--- config.mk ---
export PLATFORM = sky130hd
export DESIGN_NAME = line_frontend_flat
export DESIGN_NICKNAME = d
export VERILOG_FILES = /design/src/rtl/line_frontend_if.sv /design/src/rtl/line_frontend.sv /design/src/flat_wrapper.sv
export SDC_FILE = /design/constraint.sdc
export NUM_CORES = 1
export LEC_CHECK = 0
export CAP_MARGIN = 10
export CORE_MARGIN = 5
export CORE_UTILIZATION = 55
export CTS_BUF_LIST = sky130_fd_sc_hd__clkbuf_4 sky130_fd_sc_hd__clkbuf_8 sky130_fd_sc_hd__clkbuf_16
export CTS_CLUSTER_DIAMETER = 100
export DETAILED_ROUTE_END_ITERATION = 6
export PLACE_DENSITY_LB_ADDON = 0.08
export SYNTH_ARGS = -nofsm -noshare
export SYNTH_HDL_FRONTEND = slang
export SYNTH_SLANG_ARGS = --single-unit
--- constraint.sdc ---
create_clock -name sysclk -period 3.3 [get_ports sysclk]
set_clock_uncertainty 0.2 [all_clocks]
set_input_delay 0.33 -clock sysclk [delete_from_list [all_inputs] [get_ports sysclk]]
set_output_delay 0.33 -clock sysclk [all_outputs]
set_load 0.1 [all_outputs]
--- src/rtl/line_frontend_if.sv ---
// Word delivery bus between the line front end (master) and the correlator core (slave).
interface line_frontend_if #(
    parameter int DW = 4
) ();
    logic [DW-1:0] data_out;
    logic          data_valid;
    logic          data_ready;

    modport master (output data_out, output data_valid, input data_ready);
    modport slave  (input data_out, input data_valid, output data_ready);
endinterface

--- src/rtl/line_frontend.sv ---
// Board-side front end: line synchroniser, strobe sampler/word packer and one-hot mux scanner.
// Optional PRBS test source is built when LINE_FRONTEND_PRBS_EN is defined.
module line_frontend #(
    parameter int NUM_LINES   = 4,
    parameter int MUX_LINES   = 8,
    parameter int WORD_WIDTH  = 1,
    parameter int SYNC_STAGES = 2,
    parameter int DWELL_WIDTH = 16
) (
    input  logic                   sysclk,
    input  logic                   reset_n,
    input  logic                   enable,
    input  logic                   smp_strobe,
    input  logic [NUM_LINES-1:0]   line_in,
    line_frontend_if.master        bus,
    output logic                   overflow,
    input  logic                   overflow_clr,
    input  logic                   mux_run,
    input  logic [DWELL_WIDTH-1:0] dwell,
    output logic [MUX_LINES-1:0]   mux_out,
    output logic                   scan_wrap,
    input  logic                   prbs_sel
);
    localparam int DATA_W = NUM_LINES * WORD_WIDTH;
    localparam int CNT_W  = (WORD_WIDTH > 1) ? $clog2(WORD_WIDTH) : 1;
    localparam int IDX_W  = $clog2(MUX_LINES);
    localparam logic [CNT_W-1:0] LAST_BIT = CNT_W'(WORD_WIDTH - 1);
    localparam logic [IDX_W-1:0] LAST_IDX = IDX_W'(MUX_LINES - 1);

    logic [NUM_LINES-1:0]  sync_q [SYNC_STAGES];
    logic [NUM_LINES-1:0]  sync_d [SYNC_STAGES];
    logic [NUM_LINES-1:0]  smp_bits;
    logic [WORD_WIDTH-1:0] shreg_q [NUM_LINES];
    logic [WORD_WIDTH-1:0] shreg_d [NUM_LINES];
    logic [CNT_W-1:0]      bit_cnt_q, bit_cnt_d;
    logic [DATA_W-1:0]     data_q, data_d, word;
    logic                  valid_q, valid_d;
    logic                  ovf_q, ovf_d;
    logic                  sample, complete;

    // Synchroniser chain: stage 0 takes the raw pins
    always_comb begin
        sync_d[0] = line_in;
        for (int i = 1; i < SYNC_STAGES; i++) sync_d[i] = sync_q[i-1];
    end

`ifdef LINE_FRONTEND_PRBS_EN
    logic [6:0] lfsr_q, lfsr_d;

    always_comb begin
        lfsr_d = sample ? {lfsr_q[5:0], lfsr_q[6] ^ lfsr_q[5]} : lfsr_q;
        for (int k = 0; k < NUM_LINES; k++)
            smp_bits[k] = prbs_sel ? lfsr_q[k % 7] : sync_q[SYNC_STAGES-1][k];
    end

    always_ff @(posedge sysclk or negedge reset_n) begin
        if (!reset_n) lfsr_q <= 7'h7F;
        else          lfsr_q <= lfsr_d;
    end
`else
    wire prbs_sel_unused = prbs_sel;
    assign smp_bits = sync_q[SYNC_STAGES-1];
`endif

    // Sampler, packer and word handshake
    always_comb begin
        sample    = enable & smp_strobe;
        complete  = sample && (bit_cnt_q == LAST_BIT);
        bit_cnt_d = bit_cnt_q;
        data_d    = data_q;
        valid_d   = valid_q;
        ovf_d     = ovf_q;
        word      = '0;
        for (int k = 0; k < NUM_LINES; k++) shreg_d[k] = shreg_q[k];

        if (!enable) begin
            bit_cnt_d = '0;
            for (int k = 0; k < NUM_LINES; k++) shreg_d[k] = '0;
        end else if (sample) begin
            bit_cnt_d = complete ? '0 : bit_cnt_q + 1'b1;
            for (int k = 0; k < NUM_LINES; k++)
                shreg_d[k] = (shreg_q[k] << 1) | WORD_WIDTH'(smp_bits[k]);
        end

        for (int k = 0; k < NUM_LINES; k++) word[k*WORD_WIDTH +: WORD_WIDTH] = shreg_d[k];

        if (complete) begin
            data_d  = word;
            valid_d = 1'b1;
        end else if (valid_q && bus.data_ready) begin
            valid_d = 1'b0;
        end

        // A set on the same edge as a clear must win
        if (complete && valid_q && !bus.data_ready) ovf_d = 1'b1;
        else if (overflow_clr)                       ovf_d = 1'b0;
    end

    always_ff @(posedge sysclk or negedge reset_n) begin
        if (!reset_n) begin
            for (int i = 0; i < SYNC_STAGES; i++) sync_q[i] <= '0;
            for (int k = 0; k < NUM_LINES; k++) shreg_q[k] <= '0;
            bit_cnt_q <= '0;
            data_q    <= '0;
            valid_q   <= 1'b0;
            ovf_q     <= 1'b0;
        end else begin
            for (int i = 0; i < SYNC_STAGES; i++) sync_q[i] <= sync_d[i];
            for (int k = 0; k < NUM_LINES; k++) shreg_q[k] <= shreg_d[k];
            bit_cnt_q <= bit_cnt_d;
            data_q    <= data_d;
            valid_q   <= valid_d;
            ovf_q     <= ovf_d;
        end
    end

    assign bus.data_out   = data_q;
    assign bus.data_valid = valid_q;
    assign overflow       = ovf_q;

    typedef enum logic {IDLE, SCAN} scan_state_t;

    scan_state_t            state_q;
    logic [IDX_W-1:0]       idx_q;
    logic [DWELL_WIDTH-1:0] dwell_cnt_q;
    logic [MUX_LINES-1:0]   mux_out_q;
    logic                   scan_wrap_q;

    // Scanner: selector and wrap pulse are registered alongside the index
    always_ff @(posedge sysclk or negedge reset_n) begin
        if (!reset_n) begin
            state_q     <= IDLE;
            idx_q       <= '0;
            dwell_cnt_q <= '0;
            mux_out_q   <= '0;
            scan_wrap_q <= 1'b0;
        end else begin
            scan_wrap_q <= 1'b0;
            unique case (state_q)
                IDLE: begin
                    idx_q       <= '0;
                    dwell_cnt_q <= '0;
                    mux_out_q   <= '0;
                    if (mux_run) begin
                        state_q   <= SCAN;
                        mux_out_q <= MUX_LINES'(1);
                    end
                end
                SCAN: begin
                    if (!mux_run) begin
                        state_q     <= IDLE;
                        idx_q       <= '0;
                        dwell_cnt_q <= '0;
                        mux_out_q   <= '0;
                    end else if (dwell_cnt_q == dwell) begin
                        dwell_cnt_q <= '0;
                        if (idx_q == LAST_IDX) begin
                            idx_q       <= '0;
                            mux_out_q   <= MUX_LINES'(1);
                            scan_wrap_q <= 1'b1;
                        end else begin
                            idx_q     <= idx_q + 1'b1;
                            mux_out_q <= MUX_LINES'(1) << (idx_q + 1'b1);
                        end
                    end else begin
                        dwell_cnt_q <= dwell_cnt_q + 1'b1;
                    end
                end
                default: state_q <= IDLE;
            endcase
        end
    end

    assign mux_out   = mux_out_q;
    assign scan_wrap = scan_wrap_q;
endmodule

--- src/flat_wrapper.sv ---
// flat-port wrapper written by rule: the top's interface ports become plain ports
module line_frontend_flat 
#(
    parameter int NUM_LINES   = 4,
    parameter int MUX_LINES   = 8,
    parameter int WORD_WIDTH  = 1,
    parameter int SYNC_STAGES = 2,
    parameter int DWELL_WIDTH = 16
)
  (sysclk, reset_n, enable, smp_strobe, line_in, overflow, overflow_clr, mux_run, dwell, mux_out, scan_wrap, prbs_sel, bus_data_out, bus_data_valid, bus_data_ready);
  line_frontend_if #(.DW(4)) bus_i ();
  input  logic sysclk;
  input  logic reset_n;
  input  logic enable;
  input  logic smp_strobe;
  input  logic [NUM_LINES-1:0] line_in;
  output logic overflow;
  input  logic overflow_clr;
  input  logic mux_run;
  input  logic [DWELL_WIDTH-1:0] dwell;
  output logic [MUX_LINES-1:0] mux_out;
  output logic scan_wrap;
  input  logic prbs_sel;
  output wire logic [$bits(bus_i.data_out)-1:0] bus_data_out;
  output wire logic [$bits(bus_i.data_valid)-1:0] bus_data_valid;
  input wire logic [$bits(bus_i.data_ready)-1:0] bus_data_ready;
  assign bus_data_out = bus_i.data_out;
  assign bus_data_valid = bus_i.data_valid;
  assign bus_i.data_ready = bus_data_ready;
  line_frontend #(.NUM_LINES(NUM_LINES), .MUX_LINES(MUX_LINES), .WORD_WIDTH(WORD_WIDTH), .SYNC_STAGES(SYNC_STAGES), .DWELL_WIDTH(DWELL_WIDTH)) u_core (.sysclk(sysclk), .reset_n(reset_n), .enable(enable), .smp_strobe(smp_strobe), .line_in(line_in), .bus(bus_i), .overflow(overflow), .overflow_clr(overflow_clr), .mux_run(mux_run), .dwell(dwell), .mux_out(mux_out), .scan_wrap(scan_wrap), .prbs_sel(prbs_sel));
endmodule
==> flow_summary.yaml, run 1 <==
clocking:
  clk_pin_slew_ps: 90
  htreeDepth: 2
  cts_num_sinks: 48
  cts_setup_buffers: 0
  cts-buffers-inserted: 5
  holdBufCountCts: 0
  clk_latency_ps: 300
  cts_tree: "done"
  cts-resized-gates: 0
  cts_root_buf: "clkbuf_8"
  clockBufferDepth: 2
setup_path:
  worstSetupEndpointType: "output port"
  critical_path_arrival_ps: 1800
  worst-r2r-cell-count: 6
  cpPeakStageDelay_ps: 1140
  path_cells: "clkdlybuf4s50_1"
  r2r_setup_slack_ps: 1210
  crit_required_ps: 2770
  slowest_stage: "clkdlybuf4s50_1"
  path_max_fanout: 2
  critical_path.top_delay_family: "buffers and inverters"
  cp-start-kind: "flop"
  crit_type: "reg2out"
  startpoint: "u_core.mux_out[1]"
  r2r-end: "u_core.mux_out[2]"
  cp.buffers_inverters: 1
  rr_startpoint: "u_core.dwell_cnt_q[10]"
sta:
  rsz0062_at_grt: "false"
  final-setup-viol-count: 0
  drv_slew: 0
  whs_ps: -4.885
  tns_ps: 0
  min_period_ps: 2334
  max-slew-margin-rel_pct: 32.48
  fin_crit_sh_pct: 70.73
  max_freq_mhz: 428.4
  worst_pin_slew_ps: 1013
  hold_viol: 11
placed_design:
  placed_area_um2: 2656
  place.gp.congestion: 0.8073
  io_buffers: 41
  hpwl_um: 2892
synth:
  yosysTopAreaCellShare_pct: 53.93
  netlist_instances: 194
  synth_area_leaders: "dfrtp_1 54%, xnor2_1 8.7%, nor2_1 4.6%"
  synth.distinct_cells: 29
  ys_seq_area_share_pct: 53.93
  synth_area_um2: 2227
  yosysWarnings: 0
  yosysTopAreaCell: "dfrtp_1"
  ys_ff_latch: 48
  syn_area_per_cell_um2: 11.48
  syn_nets: 229
die:
  die_x_um: 73.64
  initial_utilization_pct: 56.08
  pin_count: 43
  rows: 23
  die_area_um2: 5422
  die_h_um: 73.64
  coreArea_um2: 3971
power_and_ir_drop:
  power_density_nw_per_um2: 407.3
  p_leak_nw: 1.148
  ir_drop_v: 0.0002291
global_routing:
  track_usage_pct: 16.92
  grt_max_degree: 49
  antenna_found_initial: 0
  grt_pass1_vias: 1550
  gr-total-overflow: 0
  grt_pass1_wl_um: 7065
detailed_routing:
  wl_met2_um: 1983
  avgRoutedWirePerCell_um: 13.61
  first_iter_violations: 98
  dr.pass1.iters: 4
  remaining_drc_errors: 0
  vias_per_cell: 5.240
  antenna_left: 0
  wl_met1_um: 1650
  route.met3.wl_um: 208
  routed_wl_um: 3905
  top_layer_used: "met4"
  dr_total_vias: 1504
final_layout:
  seqCellArea_um2: 1201
  final_area_um2: 2749
  mostFrequentLayoutCells: "48 x dfrtp_1, 40 x clkdlybuf4s50_1, 27 x nor2_1, 22 x xnor2_1, 10 x mux2i_1"
  nets: 271
  syn_to_final_growth_pct: 23.43
  layout-drive-gt1-share_pct: 6.751
  multiInputGateArea_um2: 945.9
  n_antenna_cell: 0
  fillers: 303
  final_common_cell: "dfrtp_1"
status:
  run_status: "complete, but fails checks"
  violations: "hold timing"
job:
  maxCapViolations: 0
worst_hold_path:
  hp-class: "in2async"
[layout make-up]
type                       count  area share [%]
clock buffer                   5           2.503
clock inverter                 3          0.8648
inverter                       7          0.9558
multi-input combinational    131           34.41
sequential                    48           43.70
tap                           50           2.276
timing repair buffer          43           15.29
[worst register-to-register path, cell delays in order, from the launching register on]
cell and delay, ps:
dfrtp_1 430, xnor2_1 190, nand4_1 170, nor4_4 430, buf_4 280, mux2i_1 210, nor2_1 60
[flip-flops by register name (all words and copies together) (netlist names)]
| register | flops |
|---|---|
| u_core.sync_d | 4 |
| u_core.smp_bits | 4 |
| u_core.bus.data_valid | 1 |
| u_core.overflow | 1 |
| u_core.state_q | 1 |
| u_core.idx_q | 3 |
| u_core.bus.data_out | 4 |
| u_core.scan_wrap | 1 |
| u_core.bit_cnt_q | 1 |
| u_core.shreg_q | 4 |
| u_core.mux_out | 8 |
| u_core.dwell_cnt_q | 16 |
[routing by layer]
metal	GRT usage, %	up-vias
li1	-	731
met1	20.79	739
met2	28.44	27
met3	4.514	7
met4	6.237	0
met5	0	-
[cell families after synthesis]
kind of cell | count (synthesis) | synth area share [%]
buffers and inverters | 15 | 3.595
multiplexers | 15 | 7.022
flip-flops | 48 | 53.93
AND/OR/NAND/NOR | 73 | 18.15
adder cells (fa/ha/maj) | 7 | 3.932
AO/OA/AOI/OAI | 6 | 1.573
XOR/XNOR | 30 | 11.80
[how the worst max path moves through the flow]
stage / cells after the start / end / slack, ps
after floorplan: 6 / u_core.mux_out[0] / 1290
after global placement: 7 / u_core.mux_out[3] / 920
after detailed placement: 7 / u_core.mux_out[1] / 870
after CTS: 1 / mux_out[4] / 950
after global routing: 1 / mux_out[4] / 910
final: 1 / mux_out[1] / 970
[synthesized netlist by cell type]
| library cell | number |
|---|---|
| a21oi_1 | 4 |
| and3_1 | 3 |
| and4_1 | 3 |
| buf_1 | 1 |
| buf_2 | 1 |
| buf_6 | 3 |
| clkbuf_1 | 3 |
| dfrtp_1 | 48 |
| ha_1 | 7 |
| inv_1 | 7 |
| mux2_1 | 1 |
| mux2_2 | 4 |
| mux2i_1 | 10 |
| nand2_1 | 6 |
| nand2b_1 | 5 |
| nand3_1 | 6 |
| nand3b_1 | 1 |
| nand4_1 | 7 |
| nand4b_1 | 4 |
| nor2_1 | 27 |
| nor2b_1 | 5 |
| nor3b_1 | 3 |
| nor4_1 | 1 |
| nor4_4 | 1 |
| o22ai_1 | 1 |
| o31a_1 | 1 |
| or2_1 | 1 |
| xnor2_1 | 22 |
| xor2_1 | 8 |
[per-stage QoR]
stage | hold WS [ps] | instances | worst slack, ps | utilization (%) | power (mW)
floorplan | -165.6 | 194 | 1293 | - | 0.7192
global placement | 133.3 | 279 | 919.3 | 66.89 | 0.7819
detailed placement | 135.8 | 279 | 874.6 | 66.89 | 0.7859
CTS | 32.03 | 287 | 950.1 | 69.22 | 1.135
global route | 92.86 | 287 | 911.9 | 69.22 | 1.177
finish | -4.885 | 287 | 965.9 | 69.22 | 1.119
[power by group]
group	total, mW	internal, mW	switching [mW]	leakage, nW
Combinational	0.159	0.0594	0.0996	0.468
Sequential	0.613	0.605	0.00785	0.640
Clock	0.348	0.150	0.198	0.0404
No activity file was read; power rests on OpenSTA's default activity.
==> run 2: changes to the inputs <==
CORE_UTILIZATION = 46   (was 55)
clock period = 1.9 ns   (was 3.3 ns; I/O delays follow)
==> run 2 against run 1 <==
- the flow finishes with violations (setup timing)
- clock power grew 78%
- non-clock buffer count grew 23
- first-iteration DRC count shrank 12%
- final area grew 10%
- global-route usage shrank 0.96 points
- total power grew 77%
- utilization shrank 5.0 points
- wire length grew 14%
- flip-flop and latch count is the same
- hold slack gained 120 ps
- critical path type is now reg2reg
==> flow_summary.yaml, run 2 (same netlist as run 1, synthesis figures left out) <==
global_routing:
  grt_pass1_vias: 1747
  grt_pass1_wl_um: 7935
  gr-total-overflow: 0
  antenna_found_initial: 0
  grt_max_degree: 30
  track_usage_pct: 15.96
sta:
  setup_slack_ps: -59.88
  tns_ps: -117.5
  max-slew-margin-rel_pct: 69.52
  max_freq_mhz: 510.2
  worst_pin_slew_ps: 457.1
  fin_crit_sh_pct: 103.2
  final-setup-viol-count: 8
  hold_viol: 0
  drv_slew: 0
  rsz0062_at_grt: "true"
  min_period_ps: 1960
power_and_ir_drop:
  p_seq_share_pct: 53.8
  p_sw_share_pct: 27.85
  switchingPower_mw: 0.5506
  comb_power_share_pct: 14.8
  p_leak_nw: 1.329
  ir_drop_v: 0.0003900
  internal-power_mw: 1.427
  power_density_nw_per_um2: 652.2
  power_frac_clock_pct: 31.3
setup_path:
  rr_startpoint: "u_core.dwell_cnt_q[3]"
  path_cells: "xnor2_1 > nand4_1 > nor4_4 > or2_1 > mux2_4"
  r2r_setup_slack_ps: -60
  slowest_stage: "dfrtp_1"
  worstSetupEndpointType: "flop"
  path_max_fanout: 2
  critical_path.top_delay_family: "simple AND/OR/NAND/NOR gates"
  crit_required_ps: 1890
  r2r-end: "u_core.mux_out[0]"
  startpoint: "u_core.dwell_cnt_q[3]"
  cp.buffers_inverters: 0
  critical_path_arrival_ps: 1950
  cp-start-kind: "flop"
  crit_cells: 5
  worst-r2r-cell-count: 5
  cpPeakStageDelay_ps: 400
  crit_type: "reg2reg"
die:
  initial_utilization_pct: 47.15
  die_x_um: 79.58
  die_area_um2: 6333
  coreArea_um2: 4723
  pin_count: 43
  die_h_um: 79.58
  rows: 25
final_layout:
  nets: 294
  largest_register_ffs: 16
  mostFrequentLayoutCells: "48 x dfrtp_1, 28 x buf_4, 27 x nor2_1, 25 x clkdlybuf4s50_1, 22 x xnor2_1"
  layout-drive-gt1-share_pct: 20.77
  post-route-util_pct: 64.19
  fillers: 381
  regMostFlops: "u_core.dwell_cnt_q"
  syn_to_final_growth_pct: 36.12
  n_antenna_cell: 0
  final_common_cell: "dfrtp_1"
detailed_routing:
  antenna_left: 0
  avgRoutedWirePerCell_um: 13.56
  dr.pass1.iters: 4
  vias_per_cell: 4.731
  first_iter_violations: 86
  routed_wl_um: 4435
  dr_total_vias: 1547
  remaining_drc_errors: 0
clocking:
  clk_pin_slew_ps: 90
  cts_root_buf: "clkbuf_8"
  cts_num_sinks: 48
  clk_latency_ps: 300
  clockBufferDepth: 2
  cts-buffers-inserted: 5
  cts_tree: "done"
  htreeDepth: 2
worst_hold_path:
  hold_start: "line_in[3]"
  worstHoldEndpoint: "u_core.sync_d[3]"
  hold_depth: 1
  hp-class: "in2reg"
placed_design:
  pre_cts_slack_ps: -289.0
  hpwl_um: 3366
  io_buffers: 41
  place.gp.congestion: 0.8140
status:
  run_status: "complete, but fails checks"
  violations: "setup timing"
job:
  maxCapViolations: 0
run 2: cell types whose count changed in the layout (fill, tap and decap cells not counted), sizes merged:
cell	change
dlygate4sd3	+1
clkdlybuf4s50	-15
buf	+37
run 2: layout make-up:
class	count	area [µm²]	area share, %
Clock inverter	3	23.77	0.7842
Inverter	7	26.28	0.8667
Sequential cell	48	1201	39.62
Tap cell	67	83.83	2.765
Multi-Input combinational cell	131	949.7	31.32
Clock buffer	5	68.82	2.270
Timing Repair Buffer	66	678.2	22.37
run 2: worst max-delay path by stage:
stage | to
final | u_core.mux_out[0]
after CTS | u_core.dwell_cnt_q[3]
after floorplan | u_core.mux_out[0]
after detailed placement | u_core.mux_out[3]
after global routing | u_core.mux_out[3]
after global placement | u_core.mux_out[0]
run 2: repair_timing:
action | CTS | global route
buffers inserted | 1 | 0
pin swaps | 6 | 1
gates resized for setup | 2 | 1
endpoints found under the setup margin | 27 | 28
hold endpoints to repair | 19 | 0
hold buffers | 1 | 0
run 2: power groups by stage:
stage          logic (mW)  clock network (mW)  registers, mW
2_1_floorplan      0.0627                   0           1.19
3_3_place_gp        0.288                   0           1.08
3_5_place_dp        0.294                   0           1.09
4_1_cts             0.298               0.644           1.07
5_1_grt             0.312               0.696           1.07
6_report            0.293               0.619           1.06
run 2: through the flow:
stage                     instances  power, mW  hold slack [ps]  cell area, µm²
final                           327      1.977            117.6            3032
after global routing            327      2.077            99.50            3032
after CTS                       327      2.007            108.3            3028
after detailed placement        317      1.379           -32.66            2910
after floorplan                 194      1.249           -305.6            2228
after global placement          317      1.372           -49.21            2910
run 2: routing by layer:
metal	wire (µm)	vias to the layer above	share of wire [%]	GRT usage, %
li1	-	773	-	-
met1	1951	747	44	19.66
met2	2247	22	51	27.21
met3	186	5	4.2	4.176
met4	49	0	1.1	4.983
met5	0	-	0	0
==> run 3: changes to the inputs <==
TNS_END_PERCENT = 30   (was default)
==> run 3 against run 2 <==
- the flow still finishes with violations (setup timing)
- total power barely moved
- setup slack barely moved
- via count barely moved
- register-to-register slack barely moved
- maximum frequency barely moved
- count of clock-buffer cells in the layout did not move
- non-clock buffer count did not move
- sequential power barely moved
- utilization rose by 0.079 points
- final area rose by 0.12%
- first-iteration DRC count fell by 1.2%
- global-route usage did not move
- critical endpoint unchanged
- largest cell class unchanged
==> flow_summary.yaml, run 3 (same netlist as run 1, synthesis figures left out) <==
status:
  run_status: "complete, but fails checks"
  violations: "setup timing"
clocking:
  htreeDepth: 2
  clk_pin_slew_ps: 90
  cts_root_buf: "clkbuf_8"
  clk_latency_ps: 300
  cts_num_sinks: 48
  clockBufferDepth: 2
  cts-buffers-inserted: 5
  cts_tree: "done"
die:
  die_x_um: 79.58
  coreArea_um2: 4723
  rows: 25
  initial_utilization_pct: 47.15
  die_area_um2: 6333
  die_h_um: 79.58
  pin_count: 43
sta:
  drv_slew: 0
  whs_ps: 117.6
  worst_pin_slew_ps: 457.1
  rsz0062_at_grt: "true"
  tns_ps: -122.9
  setup_slack_ps: -59.41
  hold_viol: 0
  max-slew-margin-rel_pct: 69.53
  max_freq_mhz: 510.4
  min_period_ps: 1959
  final-setup-viol-count: 7
  fin_crit_sh_pct: 103.1
final_layout:
  regMostFlops: "u_core.dwell_cnt_q"
  seqCellArea_um2: 1201
  mostFrequentLayoutCells: "48 x dfrtp_1, 28 x buf_4, 27 x nor2_1, 25 x clkdlybuf4s50_1, 22 x xnor2_1"
  nets: 294
  multiInputGateArea_um2: 953.4
  fillers: 381
  layout-drive-gt1-share_pct: 21.15
  final_area_um2: 3035
  largest_register_ffs: 16
  final_common_cell: "dfrtp_1"
  syn_to_final_growth_pct: 36.29
  n_antenna_cell: 0
setup_path:
  critical_path_arrival_ps: 1950
  cpPeakStageDelay_ps: 400
  cp.buffers_inverters: 0
  cp-start-kind: "flop"
  path_cells: "xnor2_1 > nand4_1 > nor4_4 > or2_1 > mux2_4"
  crit_type: "reg2reg"
  worstSetupEndpointType: "flop"
  crit_required_ps: 1890
  path_max_fanout: 2
  critical_path.top_delay_family: "simple AND/OR/NAND/NOR gates"
  slowest_stage: "dfrtp_1"
power_and_ir_drop:
  internal-power_mw: 1.427
  ir_drop_v: 0.0003900
  comb_power_share_pct: 14.8
  p_leak_nw: 1.328
  switchingPower_mw: 0.5509
  power_frac_clock_pct: 31.3
  power_density_nw_per_um2: 651.5
  p_seq_share_pct: 53.8
  total_power_mw: 1.978
  p_sw_share_pct: 27.86
global_routing:
  grt_pass1_vias: 1747
  grt_pass1_wl_um: 7935
  gr-total-overflow: 0
  grt_max_degree: 30
  antenna_found_initial: 0
  track_usage_pct: 15.96
detailed_routing:
  remaining_drc_errors: 0
  first_iter_violations: 85
  dr_total_vias: 1546
  vias_per_cell: 4.728
  dr.pass1.iters: 4
  antenna_left: 0
  routed_wl_um: 4445
  avgRoutedWirePerCell_um: 13.59
placed_design:
  io_buffers: 41
  place.gp.congestion: 0.8140
  hpwl_um: 3366
  placed_area_um2: 2910
job:
  maxCapViolations: 0
worst_hold_path:
  hp-class: "in2reg"
==> run 3: cell type report <==
cell class	count	share of cell area, %
repair buffers	66	22.34
multi-input cells	131	31.41
clock inverters	3	0.7832
well taps	67	2.762
flip-flops and latches	48	39.57
inverters	7	0.8656
clock buffers	5	2.267
==> run 3: what timing repair did <==
item | 4_1_cts | 5_1_grt
gates resized for setup | 2 | 2
hold endpoints to repair | 19 | 0
hold buffers | 1 | 0
buffers inserted | 1 | 0
setup endpoints to repair | 27 | 28
pin swaps | 9 | 4
==> run 3: worst paths after layout <==
path                       cells past startpoint                  start  slack (ps)               endpoint
min in group asynchronous                      2                reset_n         160      u_core.shreg_q[1]
min reg2reg                                    0       u_core.sync_d[3]         160     u_core.smp_bits[3]
max in group asynchronous                      3                reset_n         830  u_core.dwell_cnt_q[3]
min                                            1             line_in[3]         120       u_core.sync_d[3]
max                                            5  u_core.dwell_cnt_q[3]         -60      u_core.mux_out[0]
max reg2reg                                    5  u_core.dwell_cnt_q[3]         -60      u_core.mux_out[0]
==> run 3: per-layer routing <==
layer	GRT usage [%]	part of all wire [%]
met1	19.59	44
met2	27.30	50
met3	4.176	4.2
met4	4.983	1.1
met5	0	0
==> run 3: power groups by stage <==
stage / clock, mW / combinational [mW] / sequential [mW]
2_1_floorplan: 0 / 0.0627 / 1.19
3_3_place_gp: 0 / 0.288 / 1.08
3_5_place_dp: 0 / 0.294 / 1.09
4_1_cts: 0.644 / 0.298 / 1.07
5_1_grt: 0.696 / 0.312 / 1.07
6_report: 0.619 / 0.294 / 1.06
==> run 3: metrics by stage <==
stage / worst slack [ps] / utilization, % / cells
6_report: -59.41 / 64.26 / 327
3_5_place_dp: -289.0 / 61.62 / 317
2_1_floorplan: -78.51 / - / 194
4_1_cts: -80.09 / 64.11 / 327
5_1_grt: -158.7 / 64.26 / 327
3_3_place_gp: -207.0 / 61.62 / 317
==> patch, RTL diff (config.mk and constraints of run 1) <==
`DWELL_WIDTH` is set to 16 in 2 places; all go to 32.
--- a/src/rtl/line_frontend.sv
+++ b/src/rtl/line_frontend.sv
@@ -7,3 +7,3 @@
     parameter int SYNC_STAGES = 2,
-    parameter int DWELL_WIDTH = 16
+    parameter int DWELL_WIDTH = 32
 ) (
--- a/src/flat_wrapper.sv
+++ b/src/flat_wrapper.sv
@@ -7,3 +7,3 @@
     parameter int SYNC_STAGES = 2,
-    parameter int DWELL_WIDTH = 16
+    parameter int DWELL_WIDTH = 32
 )
Ports: changed (resized dwell); port bits go from 43 to 59. No check against the original RTL was run, so the function may have changed too.
==> patch against run 1 <==
Routed wire length rose by 79%. Highest routed layer unchanged. Cell area rose by 52%. Combinational power rose by 27%. Core utilization rose by 1.2 points. Global-route usage rose by 3.2 points. Register-to-register slack got worse by 0.29 ns. Setup slack got worse by 0.049 ns. Area after synthesis rose by 51%. Power rose by 49%. Sequential share of layout area fell by 5.3 points. Maximum frequency fell by 2.1%. Critical path type is now reg2reg. Sequential cell count rose by 16.
==> patch: results (changes against run 1) <==
TritonCTS buffer count: 9 (+4)
Synth cell types: 34 (+17%)
Critical-path top delay cell: sky130_fd_sc_hd__and4_1
Number of buffers between clock root and the deepest sink: 2 (unchanged)
HPWL after detailed placement: 5.12 mm (+77%)
Sequential cell area fraction in the yosys report: 0.478 (-0.0615)
Number of nets in the layout: 425 (+57%)
Syn nets: 365 (+59%)
DP Cell Count: 437 (+57%)
Clock insertion delay at the later pin of the skew report: 0.35 ns (+0.05 ns)
Drt wl/cell: 15.4 um (+13%)
Max Fanout on Critical Path: 10 (+8)
DRC violation total after the first TritonRoute iteration: 82 (-16%)
Final standard cell count with taps included and fillers excluded: 454 (+58%)
Most flop-heavy register: u_core.dwell_cnt_q
GRT Overall Usage: 0.202 (+0.0324)
Leakage power: 1.76 nW (+53%)
Result of the run: finished clean
Vias: 2,484 (+65%)
Stage delay of the slowest cell on the critical path: 0.53 ns (-0.61 ns)
Filler Cell Count: 464 (+53%)
Clock-pin slew reported for the worst setup and hold paths after clock tree synthesis: 0.07 ns (-0.02 ns)
Yosys warning total: 0 (unchanged)
Post-Syn Area per Cell: 10.7 um^2 (-7.0%)
Flip-flop count of the largest register after layout: 32 (+16)
Inserted Diodes: 0 (unchanged)
Dominant cells by area after synthesis: sky130_fd_sc_hd__dfrtp_1 (48%), sky130_fd_sc_hd__xor2_1 (9.9%), sky130_fd_sc_hd__xnor2_1 (6.3%), sky130_fd_sc_hd__nor2_1 (3.9%), sky130_fd_sc_hd__ha_1 (2.6%)
Largest net degree at the start of global routing: 37 (-24%)
Critical Path AT: 2.41 ns (+0.61 ns)
Number of antenna violations at the first check in global routing: 0 (unchanged)
Type of element launching the critical path: flip-flop
Async set-or-reset flop fraction in the synthesized netlist: 1.00 (unchanged)
Gp weighted congestion: 0.809 (+0.21%)
Peak supply drop: 0.232 mV (+1.2%)
Count of buffers from port buffering: 57 (+39%)
Top_reg_cell synth: sky130_fd_sc_hd__dfrtp_1
Share of post-route cells with drive strength above 1: 0.106 (+0.0380)
Slew at the pin closest to its max-slew limit: 0.966 ns (-0.0471 ns)
Drt pass-1 iters: 4 (unchanged)
Clock tree root buffer cell: sky130_fd_sc_hd__clkbuf_8
Path type of the worst min-delay path: reg2reg
CTS resizes: 0 (unchanged)
H-tree depth: 3 (+1)
Hold violation count in the final report: 0 (-11)
Commonest cells in the netlist: sky130_fd_sc_hd__dfrtp_1 (64), sky130_fd_sc_hd__xor2_1 (38), sky130_fd_sc_hd__nor2_1 (35), sky130_fd_sc_hd__xnor2_1 (24), sky130_fd_sc_hd__nor4_1 (14)
Wire length of the first global-routing pass: 11.7 mm (+65%)
patch: cell types whose count changed after synthesis, sizes merged, moves of 7 or more:
cell and delta:
nor2 +8, dfrtp +16, nand2 +7, nand3 +7, xor2 +30, o21ai +10, nor4 +19
patch: worst max-delay path: cells and delay by family, from the launching register on:
family / cells / cell delay [ns]
compound gates: 1 / 0.21
xor+xnor: 1 / 0.19
flops: 1 / 0.45
mux: 1 / 0.29
simple gates: 2 / 0.92
patch: layout make-up:
type,instances,area share
tap,75,0.0225
clock buffer,10,0.0315
multi-input combinational,227,0.388
clock inverter,6,0.0144
sequential,64,0.384
timing repair buffer,64,0.152
inverter,8,0.00720
patch: worst paths after layout:
check                                                       from                             to  slack, ns  depth (start not counted)
worst max register to register  u_core.dwell_cnt_q[25]$_DFF_PN0_  u_core.mux_out[0]$_DFFE_PN0P_       0.92                          5
worst min-delay path                  u_core.sync_d[0]$_DFF_PN0_   u_core.smp_bits[0]$_DFF_PN0_       0.15                          0
max in group asynchronous                                reset_n  u_core.mux_out[0]$_DFFE_PN0P_       1.77                          3
worst min register to register        u_core.sync_d[0]$_DFF_PN0_   u_core.smp_bits[0]$_DFF_PN0_       0.15                          0
min in group asynchronous                                reset_n     u_core.sync_d[0]$_DFF_PN0_       0.40                          2
worst max-delay path            u_core.dwell_cnt_q[25]$_DFF_PN0_  u_core.mux_out[0]$_DFFE_PN0P_       0.92                          5
patch: repair_timing:
| action | in CTS | in global routing |
|---|---|---|
| endpoints found under the hold margin | 34 | 0 |
| hold buffers | 1 | 0 |
| buffers inserted | 0 | 0 |
patch: cells by family (layout without fill, tap and decap cells):
| kind of cell | after synthesis | in the layout | synth area share |
|---|---|---|---|
| AND/OR/NAND/NOR | 126 | 126 | 0.226 |
| flip-flops | 64 | 64 | 0.478 |
| XOR/XNOR | 62 | 62 | 0.162 |
| AO/OA/AOI/OAI | 23 | 23 | 0.0388 |
| buffers and inverters | 23 | 88 | 0.0392 |
| multiplexers | 9 | 9 | 0.0299 |
| adder cells (fa/ha/maj) | 7 | 7 | 0.0261 |
patch: power by group:
| group | internal (mW) | switching [mW] |
|---|---|---|
| Clock | 0.353 | 0.305 |
| Sequential | 0.802 | 0.00787 |
| Combinational | 0.0832 | 0.119 |
patch: per-stage QoR:
stage	hold slack [ns]	power (mW)	instance area (um^2)	setup WS, ns
final	0.152	1.67	4170	0.917
after global routing	0.169	1.74	4170	0.760
after CTS	0.155	1.68	4170	0.900
after detailed placement	0.139	1.03	3970	0.685
after global placement	0.132	1.03	3970	0.696
after floorplan	-0.166	0.929	3350	1.25
patch: metal layers:
metal	GRT usage	share of wire	vias up	wire length, um
li1	-	-	1206	-
met1	0.271	0.46	1197	3220
met2	0.311	0.46	71	3250
met3	0.0593	0.060	10	423
met4	0.0755	0.016	0	110
met5	0	0	-	0
